==> src/rtl/fm_wb_arbiter_pkg.sv <==
// Shared configuration and types for the feature-map write-back arbiter.
// Defaults track the PE array and feature-map buffer geometry.
package fm_wb_arbiter_pkg;

    localparam int CONF_PE_ROW       = 8;
    localparam int CONF_FM_DW        = 8;
    localparam int CONF_FM_BUF_DEPTH = 2048;
    localparam int FM_AW = $clog2(CONF_FM_BUF_DEPTH) - 1;

    typedef enum logic {
        IDLE,
        RUN
    } wb_state_t;

endpackage

==> src/rtl/fm_wb_arbiter_rr.sv <==
// Round-robin one-hot grant; search starts one past the last winner.
// While hold is high nothing is granted and the pointer stays put.
module rr_arbiter
    import fm_wb_arbiter_pkg::*;
#(
    parameter int N = CONF_PE_ROW
) (
    input  logic         clk,
    input  logic         rst_n,
    input  logic [N-1:0] req,
    input  logic         hold,
    output logic [N-1:0] gnt
);

    localparam int PW = (N > 1) ? $clog2(N) : 1;

    logic [PW-1:0] last_q;
    logic [PW-1:0] last_d;
    logic [PW-1:0] idx;

    always_comb begin
        gnt    = '0;
        last_d = last_q;
        idx    = '0;
        if (!hold) begin
            for (int i = 1; i <= N; i++) begin
                idx = PW'((int'(last_q) + i) % N);
                if (req[idx] && gnt == '0) begin
                    gnt[idx] = 1'b1;
                    last_d   = idx;
                end
            end
        end
    end

    always_ff @(posedge clk or negedge rst_n) begin
        if (!rst_n) begin
            last_q <= PW'(N - 1);
        end else begin
            last_q <= last_d;
        end
    end

endmodule

==> src/rtl/fm_wb_arbiter.sv <==
// Merges PE-row write-back streams and the external loader into one
// registered feature-map buffer write port.
module fm_wb_arbiter
    import fm_wb_arbiter_pkg::*;
#(
    parameter int N_REQ = CONF_PE_ROW,
    parameter int DW    = CONF_FM_DW,
    parameter int AW    = FM_AW
) (
    input  logic                    clk,
    input  logic                    rst_n,
    input  logic                    start,
    input  logic [AW-1:0]           base_addr,
    input  logic [AW-1:0]           words_per_req,
    input  logic                    ping_pong,
    output logic                    busy,
    output logic                    done,
    input  logic [N_REQ-1:0]        req_valid,
    input  logic [N_REQ-1:0][DW-1:0] req_data,
    output logic [N_REQ-1:0]        req_ready,
    output logic [N_REQ-1:0]        req_finish,
    input  logic                    load_wr_en,
    input  logic [AW:0]             load_wr_addr,
    input  logic [DW-1:0]           load_din,
    output logic                    mem_wr_en,
    output logic [AW:0]             mem_wr_addr,
    output logic [DW-1:0]           mem_din
);

    wb_state_t state_q, state_d;

    logic          busy_q, done_q, cfg_q, pp_q;
    logic [AW-1:0] base_q, wpr_q;
    logic [AW-1:0] cnt_q [N_REQ];

    logic [N_REQ-1:0] elig, hs, fin_now, fin_after;
    logic             start_ok, zero_start, last_hs;
    logic [AW-1:0]    wb_addr;
    logic [DW-1:0]    wb_data;

    assign start_ok   = start & ~busy_q;
    assign zero_start = start_ok & (words_per_req == '0);
    assign hs         = req_valid & req_ready;
    assign last_hs    = (state_q == RUN) & (|hs) & (&fin_after);

    assign busy       = busy_q;
    assign done       = done_q;
    assign req_finish = cfg_q ? fin_now : '0;

    always_comb begin
        elig    = '0;
        fin_now = '0;
        for (int k = 0; k < N_REQ; k++) begin
            fin_now[k] = (cnt_q[k] == wpr_q);
            elig[k]    = (state_q == RUN) & req_valid[k] & ~fin_now[k];
        end
    end

    rr_arbiter #(.N(N_REQ)) u_rr (
        .clk   (clk),
        .rst_n (rst_n),
        .req   (elig),
        .hold  (load_wr_en),
        .gnt   (req_ready)
    );

    // Requester k owns the slice starting at base + k*words, wrapping in-bank.
    always_comb begin
        fin_after = '0;
        wb_addr   = '0;
        wb_data   = '0;
        for (int k = 0; k < N_REQ; k++) begin
            fin_after[k] = ((cnt_q[k] + AW'(hs[k])) == wpr_q);
            if (hs[k]) begin
                wb_addr = base_q + AW'(k) * wpr_q + cnt_q[k];
                wb_data = req_data[k];
            end
        end
    end

    always_comb begin
        state_d = state_q;
        case (state_q)
            IDLE:    if (start_ok && !zero_start) state_d = RUN;
            RUN:     if (last_hs) state_d = IDLE;
            default: state_d = IDLE;
        endcase
    end

    always_ff @(posedge clk or negedge rst_n) begin
        if (!rst_n) begin
            state_q <= IDLE;
        end else begin
            state_q <= state_d;
        end
    end

    always_ff @(posedge clk or negedge rst_n) begin
        if (!rst_n) begin
            busy_q <= 1'b0;
            done_q <= 1'b0;
            cfg_q  <= 1'b0;
            pp_q   <= 1'b0;
            base_q <= '0;
            wpr_q  <= '0;
            for (int k = 0; k < N_REQ; k++) cnt_q[k] <= '0;
        end else begin
            done_q <= last_hs | zero_start;
            if (start_ok) begin
                cfg_q  <= 1'b1;
                pp_q   <= ping_pong;
                base_q <= base_addr;
                wpr_q  <= words_per_req;
                for (int k = 0; k < N_REQ; k++) cnt_q[k] <= '0;
            end else begin
                for (int k = 0; k < N_REQ; k++)
                    if (hs[k]) cnt_q[k] <= cnt_q[k] + 1'b1;
            end
            // busy covers the done cycle, then drops
            if (start_ok && !zero_start) busy_q <= 1'b1;
            else if (done_q)             busy_q <= 1'b0;
        end
    end

    always_ff @(posedge clk or negedge rst_n) begin
        if (!rst_n) begin
            mem_wr_en   <= 1'b0;
            mem_wr_addr <= '0;
            mem_din     <= '0;
        end else if (load_wr_en) begin
            mem_wr_en   <= 1'b1;
            mem_wr_addr <= load_wr_addr;
            mem_din     <= load_din;
        end else if (|hs) begin
            mem_wr_en   <= 1'b1;
            mem_wr_addr <= {pp_q, wb_addr};
            mem_din     <= wb_data;
        end else begin
            mem_wr_en   <= 1'b0;
        end
    end

endmodule

==> config.mk <==
export PLATFORM = sky130hd
export DESIGN_NAME = fm_wb_arbiter
export DESIGN_NICKNAME = d
export VERILOG_FILES = /design/src/rtl/fm_wb_arbiter_pkg.sv /design/src/rtl/fm_wb_arbiter_rr.sv /design/src/rtl/fm_wb_arbiter.sv
export SDC_FILE = /design/constraint.sdc
export NUM_CORES = 1
export LEC_CHECK = 0
export ABC_AREA = 1
export BUFFER_PORTS_ARGS = -buffer_cell sky130_fd_sc_hd__buf_2
export CAP_MARGIN = 15
export CORE_ASPECT_RATIO = 2
export CORE_MARGIN = 2
export CORE_UTILIZATION = 34
export CTS_BUF_LIST = sky130_fd_sc_hd__clkbuf_2 sky130_fd_sc_hd__clkbuf_4 sky130_fd_sc_hd__clkbuf_8
export CTS_CLUSTER_DIAMETER = 120
export CTS_CLUSTER_SIZE = 24
export DETAILED_ROUTE_END_ITERATION = 8
export GPL_TIMING_DRIVEN = 1
export PLACE_DENSITY_LB_ADDON = 0.05
export SLEW_MARGIN = 20
export SYNTH_ARGS = -nofsm -noshare
export SYNTH_HDL_FRONTEND = slang
export SYNTH_SLANG_ARGS = --single-unit
==> constraint.sdc <==
create_clock -name clk -period 9.1 [get_ports clk]
set_clock_uncertainty 0.05 [all_clocks]
set_input_delay 0 -clock clk [delete_from_list [all_inputs] [get_ports clk]]
set_output_delay 0 -clock clk [all_outputs]
set_load 0.03 [all_outputs]
# After elaboration in Yosys (flattened, before gate mapping)

Index checks and enable logic that the tools add are counted.

Register bits: 128
Bits in latches: 0
Bits in writable memories: 0
ROM bits: 0
Input port bits: 116
Output and inout bits: 38
Word-level logic and storage cells: 266
Memories kept: 0

Add/subtract/negate cells: 39
Multipliers: 4
Divide/modulo/power cells: 0
$lt $le $gt $ge: 16
Equal/unequal tests: 16
Shift-type cells: 0
Muxes and demuxes: 93
Bitwise gates (word level): 40
Reduce and logical (&&, ||, !) cells: 39

Operator list:

| kind                                                              | number |
|---|---|
| 2-to-1 mux 8 bit                                                  | 27 |
| == test 10 bit                                                    | 16 |
| 2-to-1 mux 10 bit                                                 | 16 |
| adder 10 bit                                                      | 15 |
| adder 10 x 1 -> 10 bit                                            | 8 |
| adder 10 x 1 -> 10 bit, second input constant                     | 8 |
| 2-to-1 mux 80 bit                                                 | 1 |
| logical NOT 8 bit                                                 | 7 |
| bitwise OR 8 bit                                                  | 7 |
| less-than comparator 3 x 4 -> 1 bit, second input constant        | 8 |
| binary-select mux 1 bit (select 3 bit)                            | 8 |
| demux 1 bit (select 3 bit)                                        | 8 |
| greater-or-equal comparator 3 x 1 -> 1 bit, second input constant | 8 |
| 2-to-1 mux 3 bit                                                  | 8 |
| 2-to-1 mux 1 bit                                                  | 22 |
| 2-to-1 mux 11 bit                                                 | 2 |
| AND 1 bit                                                         | 20 |
| multiplier 3 x 10 -> 10 bit, first input constant                 | 2 |
| nonzero test 2 bit                                                | 10 |
| logical AND 1 bit                                                 | 16 |
| adder 3 bit, second input constant                                | 4 |
| NOT 1 bit                                                         | 11 |
| logical NOT 10 bit                                                | 1 |
| multiplier 2 x 10 -> 10 bit, first input constant                 | 1 |
| other kinds (11)                                                  | 13 |

# Logic depth before layout (Yosys ltp)

Gate-level depths: netlist (run 1).

Word-level depth: 46
Gate-level depth with buffers: 64
Mapped depth without buffers: 61

# By module

From an unflattened synthesis (run 1), not the netlist that was laid out.

Cells, all modules: 2476
Area, all modules: 16980.0 um^2

Modules (own cells, without submodules):

| module        | instances | cells each | area each (um^2) | sequential area each (um^2) |
|---|---|---|---|---|
| fm_wb_arbiter | 1         | 2089       | 15010.6          | 3128.0 |
| rr_arbiter    | 1         | 387        | 1969.4           | 78.8 |

# Worst setup path before layout (run 1)

OpenSTA, ideal clock, no wires.

Path kind: reg-to-reg
From: reg u_rr.last_q[0]
To: reg state_q
Library setup time: 128 ps
Arrival time: 7004 ps
Data required time: 8922 ps
Setup slack: 1918 ps
Stages on the path, launching flop included: 50
Path buffers: 6
Period minus slack after synthesis: 7182 ps
Cells stage by stage: dfstp_2 inv_1 clkbuf_1 clkbuf_1 ha_1 clkbuf_1 inv_1 clkbuf_1 nor3_1 nand2_1 nand2_1 nor2_2 nand3_2 nor2_4 nand2_1 nand2_1 nor2_1 inv_1 (+14 left out) nor2_4 a21oi_1 nand2_1 nor2_4 nand2_4 o21ai_2 nand2_1 nor2_4 buf_2 buf_4 ha_1 ha_1 or4_1 a221oi_1 nand4_1 or4_1 nor3_1 a21oi_1

Longest elaborated chain between the ends: 42
Elaborated cells on any way between the ends: 124
Those cells by class: 16 x add/sub; 16 x order compare; 8 x eq/ne; 50 x mux; 10 x bitwise; 24 x reduce/logical

RTL lines:

| element                                                                                                                 | RTL line               | RTL |
|---|---|---|
| from (decl)                                                                                                             | fm_wb_arbiter_rr.sv:17 | `logic [PW-1:0] last_q;` |
| from (signal assigned)                                                                                                  | fm_wb_arbiter_rr.sv:38 | `last_q <= PW'(N - 1);` |
| from (signal assigned)                                                                                                  | fm_wb_arbiter_rr.sv:40 | `last_q <= last_d;` |
| adder 3 x 1 -> 3 bit                                                                                                    | fm_wb_arbiter_rr.sv:27 | `idx = PW'((int'(last_q) + i) % N);` |
| less-than comparator 3 x 4 -> 1 bit (not written as such) or greater-or-equal comparator 3 x 1 -> 1 bit (tied branches) | fm_wb_arbiter_rr.sv:29 | `gnt[idx] = 1'b1;` |
| logical AND 1 bit (not written as such)                                                                                 | fm_wb_arbiter_rr.sv:29 |  |
| 2-to-1 mux 1 bit (not written as such)                                                                                  | fm_wb_arbiter_rr.sv:29 |  |
| demux 1 bit (select 3 bit)                                                                                              | -                      |  |
| 2-to-1 mux 8 bit                                                                                                        | fm_wb_arbiter_rr.sv:28 | `if (req[idx] && gnt == '0) begin` |
| 2-to-1 mux 8 bit                                                                                                        | fm_wb_arbiter_rr.sv:25 | `if (!hold) begin` |
| logical NOT 8 bit                                                                                                       | fm_wb_arbiter_rr.sv:28 |  |
| (+27 left out)                                                                                                          | -                      |  |
| AND 8 bit *                                                                                                             | fm_wb_arbiter.sv:43    | `assign hs = req_valid & req_ready;` |
| adder 10 x 1 -> 10 bit                                                                                                  | fm_wb_arbiter.sv:73    | `fin_after[k] = ((cnt_q[k] + AW'(hs[k])) == wpr_q);` |
| == test 10 bit                                                                                                          | fm_wb_arbiter.sv:73    |  |
| AND reduction 8 bit                                                                                                     | fm_wb_arbiter.sv:44    | `assign last_hs = (state_q == RUN) & (\|hs) & (&fin_after);` |
| AND 1 bit *                                                                                                             | fm_wb_arbiter.sv:44    |  |
| 2-to-1 mux 1 bit *                                                                                                      | fm_wb_arbiter.sv:85    | `RUN: if (last_hs) state_d = IDLE;` |
| one-hot mux 1 bit (2 select lines) *                                                                                    | fm_wb_arbiter.sv:83    | `case (state_q)` |
| named net state_d                                                                                                       | fm_wb_arbiter.sv:30    | `wb_state_t state_q, state_d;` |
| to (signal assigned)                                                                                                    | fm_wb_arbiter.sv:94    | `state_q <= state_d;` |
| to (decl)                                                                                                               | fm_wb_arbiter.sv:30    |  |

Mark *: on every way through the listed nets, which the timed path passes. The rest lies on a longest branch. The select of a mux whose other input is x is not followed.
A chain may end at the register's enable or synchronous reset.

# Final worst setup path (run 1)

From: reg wpr_q[0]
To: reg done_q (netlist: done)

Longest elaborated chain between the ends: 41
Elaborated cells on any way between the ends: 99
Those cells by class: 8 x add/sub; 16 x eq/ne; 32 x mux; 27 x bitwise; 16 x reduce/logical

RTL lines:

| element                                | RTL line               | RTL |
|---|---|---|
| from (decl)                            | fm_wb_arbiter.sv:33    | `logic [AW-1:0] base_q, wpr_q;` |
| from (signal assigned)                 | fm_wb_arbiter.sv:113   | `wpr_q <= words_per_req;` |
| == test 10 bit                         | fm_wb_arbiter.sv:54    | `fin_now[k] = (cnt_q[k] == wpr_q);` |
| NOT 1 bit                              | fm_wb_arbiter.sv:55    | `elig[k] = (state_q == RUN) & req_valid[k] & ~fin_now[k];` |
| AND 1 bit                              | fm_wb_arbiter.sv:55    |  |
| binary-select mux 1 bit (select 3 bit) | fm_wb_arbiter_rr.sv:28 |  |
| 2-to-1 mux 1 bit (not written as such) | fm_wb_arbiter_rr.sv:28 |  |
| 2-to-1 mux 8 bit                       | fm_wb_arbiter_rr.sv:28 |  |
| 2-to-1 mux 8 bit                       | fm_wb_arbiter_rr.sv:25 |  |
| logical NOT 8 bit                      | fm_wb_arbiter_rr.sv:28 |  |
| (+25 left out)                         | -                      |  |
| 2-to-1 mux 8 bit                       | fm_wb_arbiter_rr.sv:28 |  |
| 2-to-1 mux 8 bit                       | fm_wb_arbiter_rr.sv:25 |  |
| AND 8 bit                              | fm_wb_arbiter.sv:43    |  |
| adder 10 x 1 -> 10 bit                 | fm_wb_arbiter.sv:73    |  |
| == test 10 bit                         | fm_wb_arbiter.sv:73    |  |
| AND reduction 8 bit                    | fm_wb_arbiter.sv:44    |  |
| AND 1 bit *                            | fm_wb_arbiter.sv:44    |  |
| bitwise OR 1 bit *                     | fm_wb_arbiter.sv:108   | `done_q <= last_hs \| zero_start;` |
| to (signal assigned)                   | fm_wb_arbiter.sv:108   |  |
| to (decl)                              | fm_wb_arbiter.sv:32    | `logic busy_q, done_q, cfg_q, pp_q;` |

Every way passes the cells marked *; elsewhere a longest branch is shown, timed or not. The select of a mux whose other input is x is not followed.

==> run metrics, run 1 <==
gr usage total 31.76%; crit-path max FO 13; H-tree levels 4; Initial Util between 30% and 40%; iteration-0 DRC count of the detailed router around 1100; largest net degree at the start of global routing 74; CTS sink count 128; cell family with most CP delay simple AND/OR/NAND/NOR gates; async set or reset register ratio after synthesis between 90% and 100%; yosys warns 0; CTS tree yes; mapped cell area 17240 µm²; VDD IR-drop max about 0.084 mV; critical path depth 57; total leakage power roughly 10 nW; Max Slew Vio Count 0; maximum capacitance violations 0; Final min period between 8 and 9 ns; Post-DP Area between 15000 and 20000 µm²; total routed wirelength 82.39 mm; initial antenna violation count 1; Fin. Hold Viols 0; Tcrit/Tclk final between 90% and 100%; worst path arrival time a little under 9 ns; Cell Rows between 100 and 150; first-pass GRT wire length 119.7 mm; DRC 0; Synth cell types 69; FF-to-FF path depth between 50 and 60; clk buf depth 2; register area share after synthesis between 10% and 20%; CP max stage delay between 0.5 and 0.6 ns; vias in the first global route 18653; reg-to-reg slack, setup 0.68 ns; Worst-Margin Slew 0.9176 ns; Min-Delay Path Class in -> async; area share of the largest cell type after synthesis a little under a fifth; Overflow after GRT 0; TritonRoute pass-1 iters 5; Sum Neg Setup Slack 0 ns; synthesized netlist cell count 2534; status completed; clock root cell clkbuf_8; post-CTS setup buffers 0; clock insertion delay at the later pin of the skew report about 0.52 ns; CTS buffer count 17; GPL Wtd Cong ~1.0; synth top area cells dfrtp_1, nand2_1, fa_1, ha_1, inv_1; core area 50070 µm²; Worst Path Buf+Inv 9; port bufs approximately 150; Avg Vias per Cell slightly above 5; Syn Nets between 2000 and 3000; final cell area excluding filler cells 20650 µm²; Post-synth top flop dfrtp_1; post-synth top area cell dfrtp_1; clock-pin slew on the worst setup and hold paths 0.09 ns; final setup vio count 0; nets@finish about 3200; EDFF count, synth 0; crit-path most repeated cell nand2_1; drt wl/cell roughly 24 µm; ANT nets after route 0; Critical Path End Type register; DR vias 17972; fill cell count between 5000 and 6000; worst path required time ~9.5 ns; Cell Pwr Density roughly 66 nW/µm²; slew margin rel. 38.83%; Achievable Freq between 100 and 150 MHz; synthesized area per cell just under 7 µm²; critical path class reg -> reg; Area growth syn-to-layout 19.79%; Slowest-stage cell, CP dfrtp_1; IO Pins 154; die width 163.2 µm; full die area around 53000 µm²; Die Y-Extent 322.4 µm; Setup crit start kind register; post-DP HPWL 68.51 mm; RSZ-0062 raised after global routing false; Yosys reg bits 128; Worst Hold Slack 0.01974 ns; proportion of layout cells with a drive suffix above 1 16.07%
## synth_stat cells (all sizes together), types with 11 or more instances
| cell | number |
|---|---|
| nand4 | 50 |
| inv | 412 |
| clkbuf | 28 |
| a21oi | 120 |
| fa | 93 |
| xor2 | 73 |
| a211oi | 11 |
| nor2 | 224 |
| or2 | 14 |
| nand2 | 700 |
| ha | 121 |
| nand3 | 147 |
| buf | 45 |
| xnor2 | 64 |
| o21ai | 155 |
| dfrtp | 125 |
| nor3 | 57 |
## state kept, by name, summed over array words and instances (netlist names)
name,count
done,1
mem_din,8
mem_wr_addr,11
u_rr.last_q,3
state_q,1
pp_q,1
mem_wr_en,1
cfg_q,1
base_q,10
wpr_q,10
busy,1
cnt_q,80
## cell usage in the layout (no fill, tap or decap), drive strengths merged, types with 3 or more instances in the layout
cell         netlist  routed
o2bb2ai            3       3
a211oi            11      11
and3               4       4
ha               121     121
clkinv             4       8
a22oi              6       6
a221oi             5       5
a21boi             4       4
a2111oi            4       4
nand3            147     147
o21ai            155     155
nand4             50      50
nand3b             3       3
nor2             224     224
xor2              73      73
a21oi            120     120
o21bai             9       9
nand2            700     700
dfrtp            125     125
inv              412     413
a31oi              4       4
clkbuf            28      19
bufinv             0       5
o2111ai            5       5
nor3              57      57
o22ai              9       9
or2               14      14
fa                93      93
nor4              10      10
dlygate4sd3        0      69
clkinvlp           0       3
xnor2             64      64
buf               45     288
o21a               5       5
dfstp              3       3
## worst reg2reg max path: cells and delay by family, from the launching register on
family | cells | cell delay (ns)
adder cells (fa/ha/maj) | 2 | 0.41
XOR/XNOR | 1 | 0.16
AO/OA/AOI/OAI | 6 | 1.08
buffers and inverters | 9 | 1.12
flip-flops | 1 | 0.56
AND/OR/NAND/NOR | 39 | 4.96
## per-stage QoR
step / std cells / power [W] / util, % / worst slack [ns]
after floorplan: 2534 / 0.0006476 / - / 1.918
after global placement: 3398 / 0.0007145 / 38.83 / -0.07657
after detailed placement: 3398 / 0.0007155 / 38.83 / 0.004204
after CTS: 3499 / 0.001381 / 41.15 / 0.2316
after global routing: 3500 / 0.001414 / 41.24 / 0.02879
final: 3500 / 0.001369 / 41.24 / 0.6798
## where the power goes
part	leakage (nW)	internal [W]	switching, W
combinational	8.84	0.0000600	0.0000832
sequential	1.41	0.000578	0.00000804
clock	0.228	0.000341	0.000298
total	10.5	0.000979	0.000390
## area by class of cell
class,instances,area [µm²],share of cell area (%)
Inverter,416,1572,7.611
Multi-Input combinational cell,1917,12060,58.40
Timing Repair Buffer,357,2517,12.19
Sequential cell,128,3216,15.57
Clock inverter,13,209.0,1.012
Antenna cell,1,2.502,0.01212
Clock buffer,19,261.5,1.266
Tap cell,649,812.0,3.933
## logic make-up after synthesis
logic type	share of synthesized area [%]
xor gates and xnor gates	7.440
DFF	18.60
AOI/OAI and AO/OA	11.58
buffers and inverters	11.64
adders and majority gates	19.58
and+or+nand+nor	31.10
muxes	0.05807
## metal layers
metal / part of all wire (%) / global-route usage, % / up-vias
met4: 9.6 / 25.01 / 0
met2: 54 / 61.40 / 555
li1: - / - / 8671
met3: 3.1 / 3.562 / 256
met5: 0 / 0 / -
met1: 33 / 29.44 / 8490
## worst paths after layout
check / from / end
worst max register to register: wpr_q[0]$_DFFE_PN0P_ / done$_DFF_PN0_
worst min register to register: mem_wr_addr[10]$_DFFE_PN0P_ / mem_wr_addr[10]$_DFFE_PN0P_
max in group asynchronous: rst_n / wpr_q[1]$_DFFE_PN0P_
min in group clk: req_valid[4] / cnt_q[32]$_DFFE_PN0P_
worst min-delay path: rst_n / mem_wr_addr[7]$_DFFE_PN0P_
worst max-delay path: wpr_q[0]$_DFFE_PN0P_ / done$_DFF_PN0_
## what timing repair did
| item | in CTS | in global routing |
|---|---|---|
| hold endpoints to repair | 115 | 0 |
| gates cloned | 0 | 0 |
| gates resized for setup | 1 | 15 |
| hold buffers | 69 | 0 |
| endpoints found under the setup margin | 2 | 2 |
(Power assumes the default switching activity.)
==> run 2, diff against run 1 <==
ABC_AREA = 0   (was 1)
MAX_ROUTING_LAYER = met4   (was unset)
==> run 2 against run 1 <==
  * Worst hold slack worse by 0.014 ns
  * Maximum frequency fell by 1.3%
  * Routed wire length up 7.8%
  * Global-route usage increased by 3.5 points
  * Critical path depth is 31 lower
  * Worst setup slack lost 0.11 ns
  * Register-to-register slack lost 0.11 ns
  * Combinational power rose to 46 times the previous value
  * Largest cell class unchanged
  * Cell count shrank 16%
  * Clock power shrank 3%
  * Flip-flop and latch count stayed put
  * Critical endpoint is now state_q$_DFF_PN0_
  * Die area decreased by 1.1%
==> run metrics, run 2 <==
async set or reset register ratio after synthesis 100.0% (unchanged); final critical-path setup slack 0.5720 ns (-0.1078 ns); Sum Neg Setup Slack 0 ns (unchanged); Critical Path Source u_rr.last_q[1]$_DFFE_PN1P_; fill cell count 5194 (-5.1%); Overflow after GRT 0 (unchanged); worst r2r src u_rr.last_q[1]$_DFFE_PN1P_; Finished Core Util 40.30% (-0.94 points); critical path class reg -> reg; port bufs 153 (unchanged); slew margin rel. 23.43% (-15 points); Die Y-Extent 320.6 µm (-0.56%); Cell Rows 116 (unchanged); core area 49780 µm² (-0.58%); internal power 0.003319 W (+240%); RSZ-0062 raised after global routing false; proportion of layout cells with a drive suffix above 1 17.14% (+1.1 points); Post-Place Cells 2853 (-16%); ANT nets after route 0 (unchanged); Post-synth top flop dfrtp_1; total leakage power 8.934 nW (-15%); cts repair resizes 0 (-1); EDFF count, synth 0 (unchanged); Area growth syn-to-layout 17.72%; clock root cell clkbuf_8; IO Pins 154 (unchanged); Synth cell types 101 (+46%); Tcrit/Tclk final 93.71% (+1.2 points); H-tree levels 4 (unchanged); DR vias 16904 (-5.9%); TritonRoute pass-1 iters 5 (unchanged); vias in the first global route 17565 (-5.8%); final cell count without fillers 2939 (-16%); synth top area cells dfrtp_1, fa_1, xnor2_1, ha_1, xor2_1; most frequent cells in the layout nor2_1, xnor2_1, buf_2; Logic pwr share 80.8% (+70 points); CP max stage delay 0.75 ns (+0.19 ns); Net Sw Power 0.004832 W (+1100%); Initial Util 34.23% (-0.19 points); Avg Vias per Cell 5.752 (+12%); Fin. Hold Viols 0 (unchanged); full die area 52040 µm² (-1.1%); Sw Share 59.28% (+31 points); drt wl/cell 30.21 µm (+28%); DRC 0 (unchanged); largest registers cnt_q: 80 flops, mem_wr_addr: 11 flops; total routed wirelength 88.78 mm (+7.8%); Max Slew Vio Count 0 (unchanged); CTS buffer count 17 (unchanged); nets@finish 2604 (-18%); sequential share of power 11.5% (-31 points); synthesized area per cell 8.334 µm² (+23%); worst path arrival time 8.88 ns (+0.08 ns); clk buf depth 2 (unchanged); area share of the largest cell type after synthesis 18.35% (+0.21 points); post-synth top area cell dfrtp_1; iteration-0 DRC count of the detailed router 1054 (unchanged); Worst-Margin Slew 1.136 ns (+0.2189 ns); Setup crit start kind register; Min-Delay Path Class in -> async; CTS sink count 128 (unchanged); synthesized netlist cell count 2045 (-19%); Yosys reg bits 128 (unchanged); Achievable Freq 117.3 MHz (-1.3%); final setup vio count 0 (unchanged); clock insertion delay at the later pin of the skew report 0.53 ns (about the same); maximum capacitance violations 0 (unchanged); clock-pin slew on the worst setup and hold paths 0.10 ns (about the same); Slowest-stage cell, CP dfstp_2; pre-CTS setup slack 0.7971 ns (+0.7929 ns); Clock Power Share 7.6% (-39 points); VDD IR-drop max 0.1871 mV (+120%); GPL Wtd Cong 1.069 (+7.0%); yosys warns 0 (unchanged); Syn Nets 2375 (-17%); initial antenna violation count 1 (unchanged); register area share after synthesis 18.82% (+0.21 points); Final min period 8.528 ns (+0.1078 ns); FF-to-FF path depth 26 (-54%); commonest non-fill, non-tap cell in the layout nor2_1; Worst Hold Slack 0.006218 ns (-0.01352 ns); largest net degree at the start of global routing 71 (-4.1%); CTS tree yes; crit-path max FO 14 (+1); Top reg by flops cnt_q; status completed; die width 162.3 µm (-0.55%); first-pass GRT wire length 126.2 mm (+5.4%); number of flip-flops under the largest register name 80 (unchanged); post-DP HPWL 72.67 mm (+6.1%); most frequent cell after synthesis nor2_1; mapped cell area 17040 µm² (-1.1%); worst path required time 9.46 ns (-0.02 ns); gr usage total 35.29% (+3.5 points); Critical Path End Type register; Cell Pwr Density 406.3 nW/µm² (+510%); commonest cells in the netlist nor2_1, xnor2_1, nand2_1, inv_1, dfrtp_1
[run 2: worst max-delay path, delay by kind of cell, from the launching register on]
| kind | cells | cell delay (ns) |
|---|---|---|
| AO/OA/AOI/OAI | 12 | 3.34 |
| adder cells (fa/ha/maj) | 3 | 1.31 |
| buffers and inverters | 2 | 0.75 |
| flip-flops | 1 | 0.75 |
| AND/OR/NAND/NOR | 9 | 2.17 |
[run 2: timing repair]
action	CTS	global route
hold endpoints to repair	109	0
hold buffers	51	0
buffers inserted	0	0
[run 2: logic make-up (layout without fill, tap and decap cells)]
logic type | count (synthesis) | after routing | synth area share [%]
buffers and inverters | 262 | 504 | 6.174
other | 0 | 3 | 0
AOI/OAI and AO/OA | 480 | 480 | 20.52
adders and majority gates | 214 | 214 | 19.81
and+or+nand+nor | 658 | 658 | 18.79
DFF | 128 | 128 | 18.82
muxes | 27 | 27 | 1.659
xor gates and xnor gates | 276 | 276 | 14.23
[run 2: cell type report]
class	count	area (µm²)	area share (%)
flip-flops and latches	128	3207	15.98
clock inverters	14	201.4	1.004
inverters	142	533.0	2.657
diodes	3	7.507	0.03742
repair buffers	330	2228	11.11
multi-input cells	1655	12830	63.96
well taps	649	812.0	4.048
clock buffers	18	241.5	1.204
[run 2: final timing paths]
path | end | slack, ns
setup / recovery | state_q$_DFF_PN0_ | 0.57
hold / removal | cnt_q[63]$_DFFE_PN0P_ | 0.006
setup reg to reg | state_q$_DFF_PN0_ | 0.57
hold reg to reg | pp_q$_DFFE_PN0P_ | 0.47
max in group asynchronous | base_q[4]$_DFFE_PN0P_ | 7.57
min in group clk | mem_wr_addr[1]$_DFFE_PN0P_ | 0.07
[run 2: per-stage QoR]
stage / instance area, µm² / total power (W)
after floorplan: 17040 / 0.004878
after CTS: 20050 / 0.008083
final: 20060 / 0.008151
after global placement: 19100 / 0.007387
after detailed placement: 19100 / 0.007339
after global routing: 20060 / 0.008612
[run 2: power by group through the flow]
stage	Combinational [W]	Sequential, W	Clock (W)
3_3_place_gp	0.00644	0.000949	0
4_1_cts	0.00651	0.000940	0.000638
3_5_place_dp	0.00639	0.000951	0
6_report	0.00659	0.000941	0.000623
2_1_floorplan	0.00394	0.000942	0
5_1_grt	0.00700	0.000957	0.000654
[run 2: layer usage]
| metal | vias up | share of wire [%] | wire length (µm) | global-route usage [%] |
|---|---|---|---|---|
| met3 | 307 | 3.7 | 3255 | 4.022 |
| met5 | - | 0 | 0 | - |
| li1 | 7713 | - | - | - |
| met2 | 618 | 53 | 46680 | 63.34 |
| met1 | 8266 | 34 | 29860 | 33.45 |
| met4 | 0 | 10 | 8984 | 28.97 |
